File: src/rtl/twiddle_pkg.sv
// Shared types and angle reduction for the twiddle scheduler.
// Holds quadrant encoding, angle constants and the 9-bit angle reducer.
package twiddle_pkg;

    localparam int ANGLE_W     = 9;
    localparam int ANGLE_LIMIT = 360;
    localparam int QUARTER     = 90;
    localparam int ROM_IDX_W   = 7;

    typedef enum logic [1:0] {
        Q0 = 2'd0,
        Q1 = 2'd1,
        Q2 = 2'd2,
        Q3 = 2'd3
    } quadrant_t;

    typedef struct packed {
        quadrant_t              quad;
        logic [ROM_IDX_W-1:0]   idx;
        logic                   err;
    } reduced_t;

    function automatic reduced_t reduce_angle(input logic [ANGLE_W-1:0] angle);
        reduced_t r;
        r.quad = Q0;
        r.idx  = '0;
        r.err  = 1'b0;
        if (angle >= ANGLE_W'(ANGLE_LIMIT)) begin
            r.err = 1'b1;
        end else if (angle >= ANGLE_W'(3 * QUARTER)) begin
            r.quad = Q3;
            r.idx  = ROM_IDX_W'(angle - ANGLE_W'(3 * QUARTER));
        end else if (angle >= ANGLE_W'(2 * QUARTER)) begin
            r.quad = Q2;
            r.idx  = ROM_IDX_W'(angle - ANGLE_W'(2 * QUARTER));
        end else if (angle >= ANGLE_W'(QUARTER)) begin
            r.quad = Q1;
            r.idx  = ROM_IDX_W'(angle - ANGLE_W'(QUARTER));
        end else begin
            r.idx  = ROM_IDX_W'(angle);
        end
        return r;
    endfunction

endpackage

File: src/rtl/twiddle_scheduler_rr_arbiter.sv
// Round-robin arbiter: one-hot grant, priority starting after the last winner.
// Ports: clk, rst, req (request vector), advance (grant consumed), grant (one-hot).
module rr_arbiter #(
    parameter int N_REQ = 2,
    parameter int IDW   = $clog2(N_REQ)
) (
    input  logic             clk,
    input  logic             rst,
    input  logic [N_REQ-1:0] req,
    input  logic             advance,
    output logic [N_REQ-1:0] grant
);

    logic [IDW-1:0] last;
    logic [IDW-1:0] pos;
    logic [IDW-1:0] win;
    logic           found;

    // Scan from last+1 around the ring; first requester found wins.
    always_comb begin
        grant = '0;
        pos   = '0;
        found = 1'b0;
        for (int k = 1; k <= N_REQ; k++) begin
            pos = IDW'((int'(last) + k) % N_REQ);
            if (!found && req[pos]) begin
                grant[pos] = 1'b1;
                found      = 1'b1;
            end
        end
    end

    always_comb begin
        win = '0;
        for (int i = 0; i < N_REQ; i++) begin
            if (grant[i]) win = IDW'(i);
        end
    end

    // Pointer moves only when the grant is actually taken.
    always_ff @(posedge clk or posedge rst) begin
        if (rst) begin
            last <= IDW'(N_REQ - 1);
        end else if (advance && |grant) begin
            last <= win;
        end
    end

endmodule

File: src/rtl/twiddle_scheduler.sv
// Shares one quarter-wave sin/cos ROM among N_REQ requesters via a 2-stage pipe.
// Ports: clk, rst, req_valid/req_angle/req_ready (requests), rom_angle/rom_sin/
// rom_cos (external ROM), rsp_valid/rsp_ready/rsp_id/rsp_sin/rsp_cos/rsp_err.
module twiddle_scheduler
    import twiddle_pkg::*;
#(
    parameter int W     = 16,
    parameter int N_REQ = 2,
    parameter int IDW   = $clog2(N_REQ)
) (
    input  logic                     clk,
    input  logic                     rst,
    input  logic [N_REQ-1:0]         req_valid,
    input  logic [N_REQ*ANGLE_W-1:0] req_angle,
    output logic [N_REQ-1:0]         req_ready,
    output logic [ROM_IDX_W-1:0]     rom_angle,
    input  logic [W-1:0]             rom_sin,
    input  logic [W-1:0]             rom_cos,
    output logic                     rsp_valid,
    input  logic                     rsp_ready,
    output logic [IDW-1:0]           rsp_id,
    output logic [W:0]               rsp_sin,
    output logic [W:0]               rsp_cos,
    output logic                     rsp_err
);

    logic [N_REQ-1:0]     grant;
    logic                 s1_adv;
    logic                 s2_adv;
    logic                 take;

    logic                 s1_valid;
    logic [IDW-1:0]       s1_id;
    quadrant_t            s1_quad;
    logic [ROM_IDX_W-1:0] s1_idx;
    logic                 s1_err;

    logic [IDW-1:0]       sel_id;
    logic [ANGLE_W-1:0]   sel_angle;
    reduced_t             red;

    logic [W:0]           s_ext;
    logic [W:0]           c_ext;
    logic [W:0]           fix_sin;
    logic [W:0]           fix_cos;

    assign s2_adv = !rsp_valid || rsp_ready;
    assign s1_adv = !s1_valid || s2_adv;
    assign take   = |grant && s1_adv;

    // Held low in reset so nothing looks accepted while the pipe is cleared.
    assign req_ready = rst ? '0 : (grant & {N_REQ{s1_adv}});

    rr_arbiter #(
        .N_REQ (N_REQ),
        .IDW   (IDW)
    ) u_arb (
        .clk     (clk),
        .rst     (rst),
        .req     (req_valid),
        .advance (s1_adv),
        .grant   (grant)
    );

    always_comb begin
        sel_id    = '0;
        sel_angle = '0;
        for (int i = 0; i < N_REQ; i++) begin
            if (grant[i]) begin
                sel_id    = IDW'(i);
                sel_angle = req_angle[i*ANGLE_W +: ANGLE_W];
            end
        end
    end

    assign red = reduce_angle(sel_angle);

    always_ff @(posedge clk or posedge rst) begin
        if (rst) begin
            s1_valid <= 1'b0;
            s1_id    <= '0;
            s1_quad  <= Q0;
            s1_idx   <= '0;
            s1_err   <= 1'b0;
        end else if (s1_adv) begin
            s1_valid <= take;
            if (take) begin
                s1_id   <= sel_id;
                s1_quad <= red.quad;
                s1_idx  <= red.idx;
                s1_err  <= red.err;
            end
        end
    end

    assign rom_angle = s1_idx;

    assign s_ext = {1'b0, rom_sin};
    assign c_ext = {1'b0, rom_cos};

    always_comb begin
        fix_sin = s_ext;
        fix_cos = c_ext;
        unique case (s1_quad)
            Q0: begin
                fix_sin = s_ext;
                fix_cos = c_ext;
            end
            Q1: begin
                fix_sin = c_ext;
                fix_cos = -s_ext;
            end
            Q2: begin
                fix_sin = -s_ext;
                fix_cos = -c_ext;
            end
            Q3: begin
                fix_sin = -c_ext;
                fix_cos = s_ext;
            end
        endcase
        if (s1_err) begin
            fix_sin = '0;
            fix_cos = '0;
        end
    end

    always_ff @(posedge clk or posedge rst) begin
        if (rst) begin
            rsp_valid <= 1'b0;
            rsp_id    <= '0;
            rsp_sin   <= '0;
            rsp_cos   <= '0;
            rsp_err   <= 1'b0;
        end else if (s2_adv) begin
            rsp_valid <= s1_valid;
            if (s1_valid) begin
                rsp_id  <= s1_id;
                rsp_sin <= fix_sin;
                rsp_cos <= fix_cos;
                rsp_err <= s1_err;
            end
        end
    end

endmodule

File: config.mk
export PLATFORM = sky130hd
export DESIGN_NAME = twiddle_scheduler
export DESIGN_NICKNAME = d
export VERILOG_FILES = /design/src/rtl/twiddle_pkg.sv /design/src/rtl/twiddle_scheduler_rr_arbiter.sv /design/src/rtl/twiddle_scheduler.sv
export SDC_FILE = /design/constraint.sdc
export NUM_CORES = 1
export LEC_CHECK = 0
export CORE_MARGIN = 3
export CORE_UTILIZATION = 48
export CTS_CLUSTER_SIZE = 14
export DETAILED_ROUTE_END_ITERATION = 12
export HOLD_SLACK_MARGIN = 0.12
export PLACE_DENSITY = 0.81
export SYNTH_ARGS = -nofsm -noshare
export SYNTH_HDL_FRONTEND = slang
export SYNTH_SLANG_ARGS = --single-unit
export TNS_END_PERCENT = 50
File: constraint.sdc
create_clock -name clk -period 5.8 [get_ports clk]
set_input_delay 1.74 -clock clk [delete_from_list [all_inputs] [get_ports clk]]
set_output_delay 1.74 -clock clk [all_outputs]
set_load 0.005 [all_outputs]
==> out/metrics.cfg, run 1 <==
[outcome]
outcome = completed

[drt]
wl_per_cell_um = 20.16
vias = 4092
drc = 0
wl_um = 12460
firstDrtPassIters = 5
ant_nets = 0
via_per_inst = 6.621
first_iter_violations = 375

[min_path]
holdCritPathClass = reg2reg
hold_path_startpoint = rsp_sin[15]

[final_layout]
fillerInstances = 720
syn_to_final_growth_pct = 28.50
final_cell_mix = clkdlybuf4s50_1, dfrtp_1, nand2_1
multi_input_area_sq_mm = 0.002650
layout-drive-gt1-share = 0.1306
layout.nets = 574
seqCellArea_sq_mm = 0.001255
diodes = 0
final_common_cell = clkdlybuf4s50_1

[global_route]
grt_pass1_wl_um = 20000
antenna_found_initial = 0
top_usage_layer = met2
use_met2 = 0.3968
grt_pass1_vias = 3903
grt_use_total = 0.2531
met1_usage = 0.3670
grt_max_degree = 77
grt.overflow.total = 0
grt_util_met3 = 0.04000

[timing]
finClkSkew_ns = 0.01151
slew_violations = 0
fin_crit_sh = 0.8543
setup_viol = 0
max_slew_margin = 0.3645
worstMarginPinSlew_ns = 0.9533
fin_hold_ws_ns = 0.4850
period_needed_ns = 4.955
hold_viol_final = 0
fin_tns_setup_ns = 0
grt_setup_unrepaired = false
timing.fmax_ghz = 0.2018

[flow_run]
maxCapViolCount = 0

[logic_synthesis]
synth_area_per_cell_sq_um = 9.559
ys_types = 69
synth_top_area_cell = dfrtp_1
syn-instance-count = 428
ys_ff_latch = 50
synth_top_area_share = 0.2997
synth_warnings = 0
syn_area_sq_mm = 0.004091
synth_top_flop_cell = dfrtp_1
synth-seq-area-share = 0.3061
synth_async_sr_flop_share = 1.000
synthTopCellsByArea = dfrtp_1, mux4_2, a32o_1
synth_edf_count = 0
syn-num-nets = 490

[power_and_ir_drop]
leakagePower_uw = 0.002010
p_per_area_mw_per_mm2 = 347.7
peakVddDrop_uv = 276.5

[clocking]
cts.sinks = 50
cts_setup_buffers = 0
cts_made_buffers = 5
cts_hold_buffers = 0
clkTransAtPathRegs_ns = 0.10
clock_latency_ns = 0.31
post_cts_resized = 0
cts_max_level = 2
clock-root-buffer = clkbuf_8
clockBufferDepth = 2
cts_tree = yes

[critical_path]
cp-end-kind = primary output
critPathLaunchType = input port
arrival_ns = 3.22
r2r-start = u_arb.last
worstSetupPathType = in2out
critical_path.startpoint = req_valid[1]
required_ns = 4.06
crit_fanout = 7

[die]
initial_core_util = 0.4955
row_count = 33
dieWidth_um = 98.33
io_pins = 101
core_area_sq_mm = 0.008258
die-area_sq_mm = 0.009668
die-height_um = 98.33

[placed_design]
hpwl_um = 9163
place_congestion = 0.8922
io_buffers = 100

-- stage by stage --
stage               setup slack, ns  cells  instance area [sq um]  total power (uW)    util
floorplan                    0.9460    428                   4091              1141       -
global placement             0.9028    610                   5152              1579  0.6239
detailed placement           0.8635    610                   5152              1600  0.6239
CTS                          0.8497    618                   5258              1836  0.6367
global route                 0.7786    618                   5258              1946  0.6367
finish                       0.8448    618                   5258              1828  0.6367
-- report_power, final --
group          internal (uW)  switching, uW
logic                    556            421
registers                494            125
clock network            110            122
total                   1160            668
-- final timing paths --
check,endpoint,slack (ns),depth (start not counted)
worst max-delay path,req_ready[1],0.84,4
worst min-delay path,rsp_sin[15],0.48,1
worst max register to register,rom_angle[5],2.69,11
worst min register to register,rsp_sin[15],0.48,1
max in group asynchronous,s1_quad[0],3.34,3
min in group asynchronous,s1_valid,1.96,3
-- critical path, cell delays in order --
cell and delay (ns):
clkdlybuf4s50_1 0.59, a21boi_2 0.21, and3_1 0.17, clkdlybuf4s50_1 0.50
-- state kept, by name (all words and copies together), names as in the netlist --
name        flops
rsp_cos        17
rsp_sin        17
rom_angle       7
s1_quad         2
rsp_err         1
rsp_id          1
rsp_valid       1
s1_err          1
s1_id           1
s1_valid        1
u_arb.last      1
-- final cells by class --
type / count / share of cell area
Sequential cell: 50 / 0.2387
Clock buffer: 7 / 0.01832
Multi-Input combinational cell: 333 / 0.5040
Inverter: 14 / 0.01047
Timing Repair Buffer: 108 / 0.2018
Tap cell: 105 / 0.02499
Clock inverter: 1 / 0.001666
-- synthesized netlist by cell type (6+ instances only) --
cell,n
dfrtp_1,49
nand2_1,41
o21ai_0,38
nor2_1,23
a32o_1,20
mux4_2,20
clkbuf_1,18
a21oi_1,13
inv_1,12
nor3_1,12
a22o_1,11
xnor2_1,11
mux2i_1,10
o211ai_1,10
mux2_2,9
nand3_1,8
a211oi_1,7
ha_1,7
nand2b_1,7
o31ai_1,7
a21o_1,6
buf_1,6
nor4_1,6
-- metal layers --
metal	vias up	share of wire
met1	2004	0.43
met3	24	0.073
li1	1865	-
met5	-	0
met2	199	0.47
met4	0	0.019
-- kinds of logic after synthesis --
logic type / count (synthesis) / synth area share
AOI/OAI and AO/OA: 154 / 0.2893
and+or+nand+nor: 122 / 0.1541
DFF: 50 / 0.3061
buffers and inverters: 45 / 0.04617
muxes: 39 / 0.1593
xor gates and xnor gates: 11 / 0.02355
adders and majority gates: 7 / 0.02141
Note: power is estimated with default switching activity, not from simulation.
==> run 2: changes to the inputs <==
Settings changed: CTS_CLUSTER_SIZE 14 to 25, DONT_BUFFER_PORTS set to 1, PLACE_DENSITY 0.81 to 0.66.
==> run 2 against run 1 <==
Effect of this change:
- total power down 16%
- highest routed layer unchanged
- first-iteration DRC count down 26%
- wire length down 8.0%
- critical path depth down 2
- critical path type unchanged
- flip-flop and latch count unchanged
- cell area down 19%
==> out/metrics.cfg, run 2 (synthesized netlist as in run 1, its figures left out) <==
[outcome]
outcome = completed

[global_route]
grt_util_met3 = 0.08500
antenna_found_initial = 0
grt_pass1_vias = 3460
met1_usage = 0.3359
grt_max_degree = 77
grt_use_total = 0.2396
top_usage_layer = met2
use_met2 = 0.3495
grt.overflow.total = 0
grt_pass1_wl_um = 18820

[critical_path]
reg2reg_to = rom_angle[5]
rr_worst_depth = 10
cpMaxStageDelayCell = a21boi_2
crit_fanout = 15
crit_cells = 2
r2r-start = u_arb.last
crit_family = compound AO/OA/AOI/OAI gates
path_buf_inv = 0
crit_chain = a21boi_2 -> and3_1
critical_path.startpoint = req_valid[1]
required_ns = 4.06
worstSetupPathType = in2out
critPathLaunchType = input port
cp-end-kind = primary output
max_stage_delay_ns = 0.53
arrival_ns = 2.54
worst-r2r-setup-slack_ns = 2.48
critPathCapture = req_ready[1]

[final_layout]
final_common_cell = dfrtp_1
fin_cells = 515
final_cell_mix = dfrtp_1, nand2_1, o21ai_0
layout-drive-gt1-share = 0.1561
diodes = 0
syn_to_final_growth_pct = 3.761
fillerInstances = 768
layout.nets = 471

[timing]
hold_viol_final = 0
grt_setup_unrepaired = false
fin_tns_setup_ns = 0
worstMarginPinSlew_ns = 0.9570
setup_viol = 0
fin_crit_sh = 0.7387
fin_hold_ws_ns = 0.5221
max_slew_margin = 0.3620
timing.fmax_ghz = 0.2334
slew_violations = 0
period_needed_ns = 4.284
finClkSkew_ns = 0.009049

[drt]
first_iter_violations = 278
wl_per_cell_um = 22.25
firstDrtPassIters = 6
via_per_inst = 7.109
ant_nets = 0
drc = 0
wl_um = 11460
vias = 3661

[clocking]
cts_made_buffers = 5
clock-root-buffer = clkbuf_8
cts_tree = yes
cts_max_level = 2
cts.sinks = 50
cts_hold_buffers = 0
cts_setup_buffers = 0
clock_latency_ns = 0.31
clockBufferDepth = 2
clkTransAtPathRegs_ns = 0.10
post_cts_resized = 0

[placed_design]
io_buffers = 0
hpwl_um = 8335
dp.cells = 507
place_congestion = 0.9491

[die]
dieWidth_um = 98.33
die-height_um = 98.33
row_count = 33
io_pins = 101
core_area_sq_mm = 0.008258
initial_core_util = 0.4955
die-area_sq_mm = 0.009668

[flow_run]
maxCapViolCount = 0

[power_and_ir_drop]
p_per_area_mw_per_mm2 = 361.5
peakVddDrop_uv = 207.4
leakagePower_uw = 0.001618

[min_path]
holdCritPathClass = reg2reg

[run 2: cell count changes in the layout (fill, tap and decap cells not counted), sizes merged]
cell | previous run | this run
clkinv | 1 | 0
bufinv | 0 | 1
buf | 8 | 5
clkbuf | 7 | 5
inv | 14 | 16
clkdlybuf4s50 | 100 | 0
[run 2: worst min path at each step]
stage,slack [ns],cells past startpoint,from,to
final,0.52,1,rsp_sin[6],rsp_sin[6]
after global routing,0.54,1,rsp_sin[15],rsp_sin[15]
after CTS,0.53,1,rsp_sin[13],rsp_sin[13]
after detailed placement,0.49,1,rsp_sin[13],rsp_sin[13]
after global placement,0.50,1,rsp_sin[6],rsp_sin[6]
after floorplan,0.47,2,rsp_sin[7],rsp_sin[7]
[run 2: cell type report]
type	count	area, sq um	area share
multi-input cells	333	2650	0.6242
clock inverters	3	47.55	0.01120
flip-flops and latches	50	1255	0.2956
repair buffers	5	37.54	0.008842
well taps	105	131.4	0.03095
inverters	14	55.05	0.01297
clock buffers	5	68.82	0.01621
[run 2: where the power goes]
| group | internal, uW | switching, uW | leakage (uW) |
|---|---|---|---|
| combinational | 303 | 319 | 0.000942 |
| clock | 132 | 131 | 0.0000591 |
| sequential | 494 | 156 | 0.000617 |
[run 2: through the flow]
step	total power [uW]	setup WS (ns)	instance area, sq um	utilization
floorplan	1141	0.9460	4091	-
global placement	1268	1.431	4129	0.5000
detailed placement	1283	1.339	4129	0.5000
CTS	1554	1.524	4245	0.5141
global route	1652	1.383	4245	0.5141
finish	1535	1.516	4245	0.5141
[run 2: metal layers]
layer	up-vias	routed length [um]
li1	1653	-
met4	0	215
met1	1814	4932
met5	-	0
met2	169	5071
met3	25	1241
==> run 3: changes to the inputs <==
Clock period 5.8 ns to 4.17 ns, I/O delays scaled along.
==> run 3 against run 2 <==
Effect of this change:
- total power rose by 35%
- cell area barely moved
- non-clock buffer count rose by 4
- sequential power rose by 43%
==> out/metrics.cfg, run 3 (synthesized netlist as in run 1, its figures left out) <==
[final_layout]
diodes = 0
syn_to_final_growth_pct = 3.853
final_cell_mix = dfrtp_1, nand2_1, o21ai_0
layout.nets = 475
fillerInstances = 773
final_common_cell = dfrtp_1
layout-drive-gt1-share = 0.1618

[power_and_ir_drop]
clockPowerShare = 0.142
peakVddDrop_uv = 306.4
leakagePower_uw = 0.001624
power_frac_seq = 0.448
p_per_area_mw_per_mm2 = 488.8
switching_share = 0.4045
comb_power_share = 0.410
internal_power_uw = 1237
switching_power_uw = 840.2

[global_route]
grt_pass1_wl_um = 18600
antenna_found_initial = 0
grt_max_degree = 57
grt_use_total = 0.2358
grt.overflow.total = 0
grt_pass1_vias = 3485

[critical_path]
r2r-start = u_arb.last
reg2reg_to = rom_angle[6]
arrival_ns = 3.73
worst-r2r-setup-slack_ns = 1.15
rr_worst_depth = 9
critical_path.startpoint = req_valid[1]
critPathCapture = rom_angle[6]
cp-end-kind = flop
crit_fanout = 15
worstSetupPathType = in2reg
critPathLaunchType = input port
required_ns = 4.36

[timing]
finClkSkew_ns = 0.01254
worstMarginPinSlew_ns = 1.000
setup_slack_ns = 0.6354
fin_tns_setup_ns = 0
setup_viol = 0
hold_viol_final = 0
slew_violations = 0
grt_setup_unrepaired = false
fin_crit_sh = 0.8476
period_needed_ns = 3.535
timing.fmax_ghz = 0.2829
max_slew_margin = 0.3331
fin_hold_ws_ns = 0.5232

[min_path]
holdCritPathClass = reg2reg
hold_path_startpoint = rsp_sin[3]

[clocking]
cts_hold_buffers = 0
cts_max_level = 2
post_cts_resized = 0
clock-root-buffer = clkbuf_8
cts.sinks = 50
clock_latency_ns = 0.31
clockBufferDepth = 2
cts_tree = yes
clkTransAtPathRegs_ns = 0.10
cts_made_buffers = 5
cts_setup_buffers = 0

[die]
core_area_sq_mm = 0.008258
die-area_sq_mm = 0.009668
dieWidth_um = 98.33
row_count = 33
initial_core_util = 0.4955
die-height_um = 98.33
io_pins = 101

[drt]
drc = 0
first_iter_violations = 310
firstDrtPassIters = 7
ant_nets = 0
wl_per_cell_um = 22.12
via_per_inst = 6.967
vias = 3616
wl_um = 11480

[placed_design]
dp_worst_setup_slack_ns = 0.3413
place_congestion = 0.8438
hpwl_um = 8406
io_buffers = 0

[flow_run]
maxCapViolCount = 0

[outcome]
outcome = completed

==> run 3: worst max-delay path: stages <==
cell and delay, ns:
a21boi_2 0.54, a32o_1 0.36, ha_1 0.19, o221ai_1 0.15
a2111oi_4 0.45, o22ai_1 0.15, a222oi_1 0.31, xnor2_1 0.12
a22o_1 0.21
==> run 3: routing by layer <==
| layer | wire (um) | up-vias | global-route usage |
|---|---|---|---|
| met5 | 0 | - | 0 |
| met4 | 175 | 0 | 0.05252 |
| met3 | 1147 | 14 | 0.08000 |
| met2 | 5121 | 156 | 0.3489 |
| met1 | 5034 | 1782 | 0.3361 |
| li1 | - | 1664 | - |
==> run 3: how the worst min path moves through the flow <==
stage	end	depth (start not counted)
after detailed placement	rsp_sin[14]	1
after global routing	rsp_sin[15]	1
after floorplan	rsp_sin[7]	2
final	rsp_sin[3]	1
after global placement	rsp_sin[15]	1
after CTS	rsp_sin[15]	1
==> run 3: layout make-up <==
class,instances,area [sq um],area share
multi-input combinational,333,2650,0.6237
clock buffer,6,72.57,0.01708
clock inverter,2,17.52,0.004122
inverter,14,55.05,0.01296
sequential,50,1255,0.2953
tap,105,131.4,0.03092
timing repair buffer,9,67.56,0.01590
==> run 3: power groups by stage <==
stage / Sequential, uW / Clock (uW) / Combinational, uW
2_1_floorplan: 817 / 0 / 770
3_3_place_gp: 938 / 0 / 832
3_5_place_dp: 943 / 0 / 844
4_1_cts: 935 / 307 / 850
5_1_grt: 966 / 327 / 943
6_report: 929 / 296 / 852
==> run 3: stage by stage <==
| step | total power (uW) | instance area, sq um | util | instances |
|---|---|---|---|---|
| after floorplan | 1587 | 4091 | - | 428 |
| after global placement | 1770 | 4159 | 0.5036 | 511 |
| after detailed placement | 1787 | 4159 | 0.5036 | 511 |
| after CTS | 2091 | 4249 | 0.5145 | 519 |
| after global routing | 2236 | 4249 | 0.5145 | 519 |
| final | 2077 | 4249 | 0.5145 | 519 |
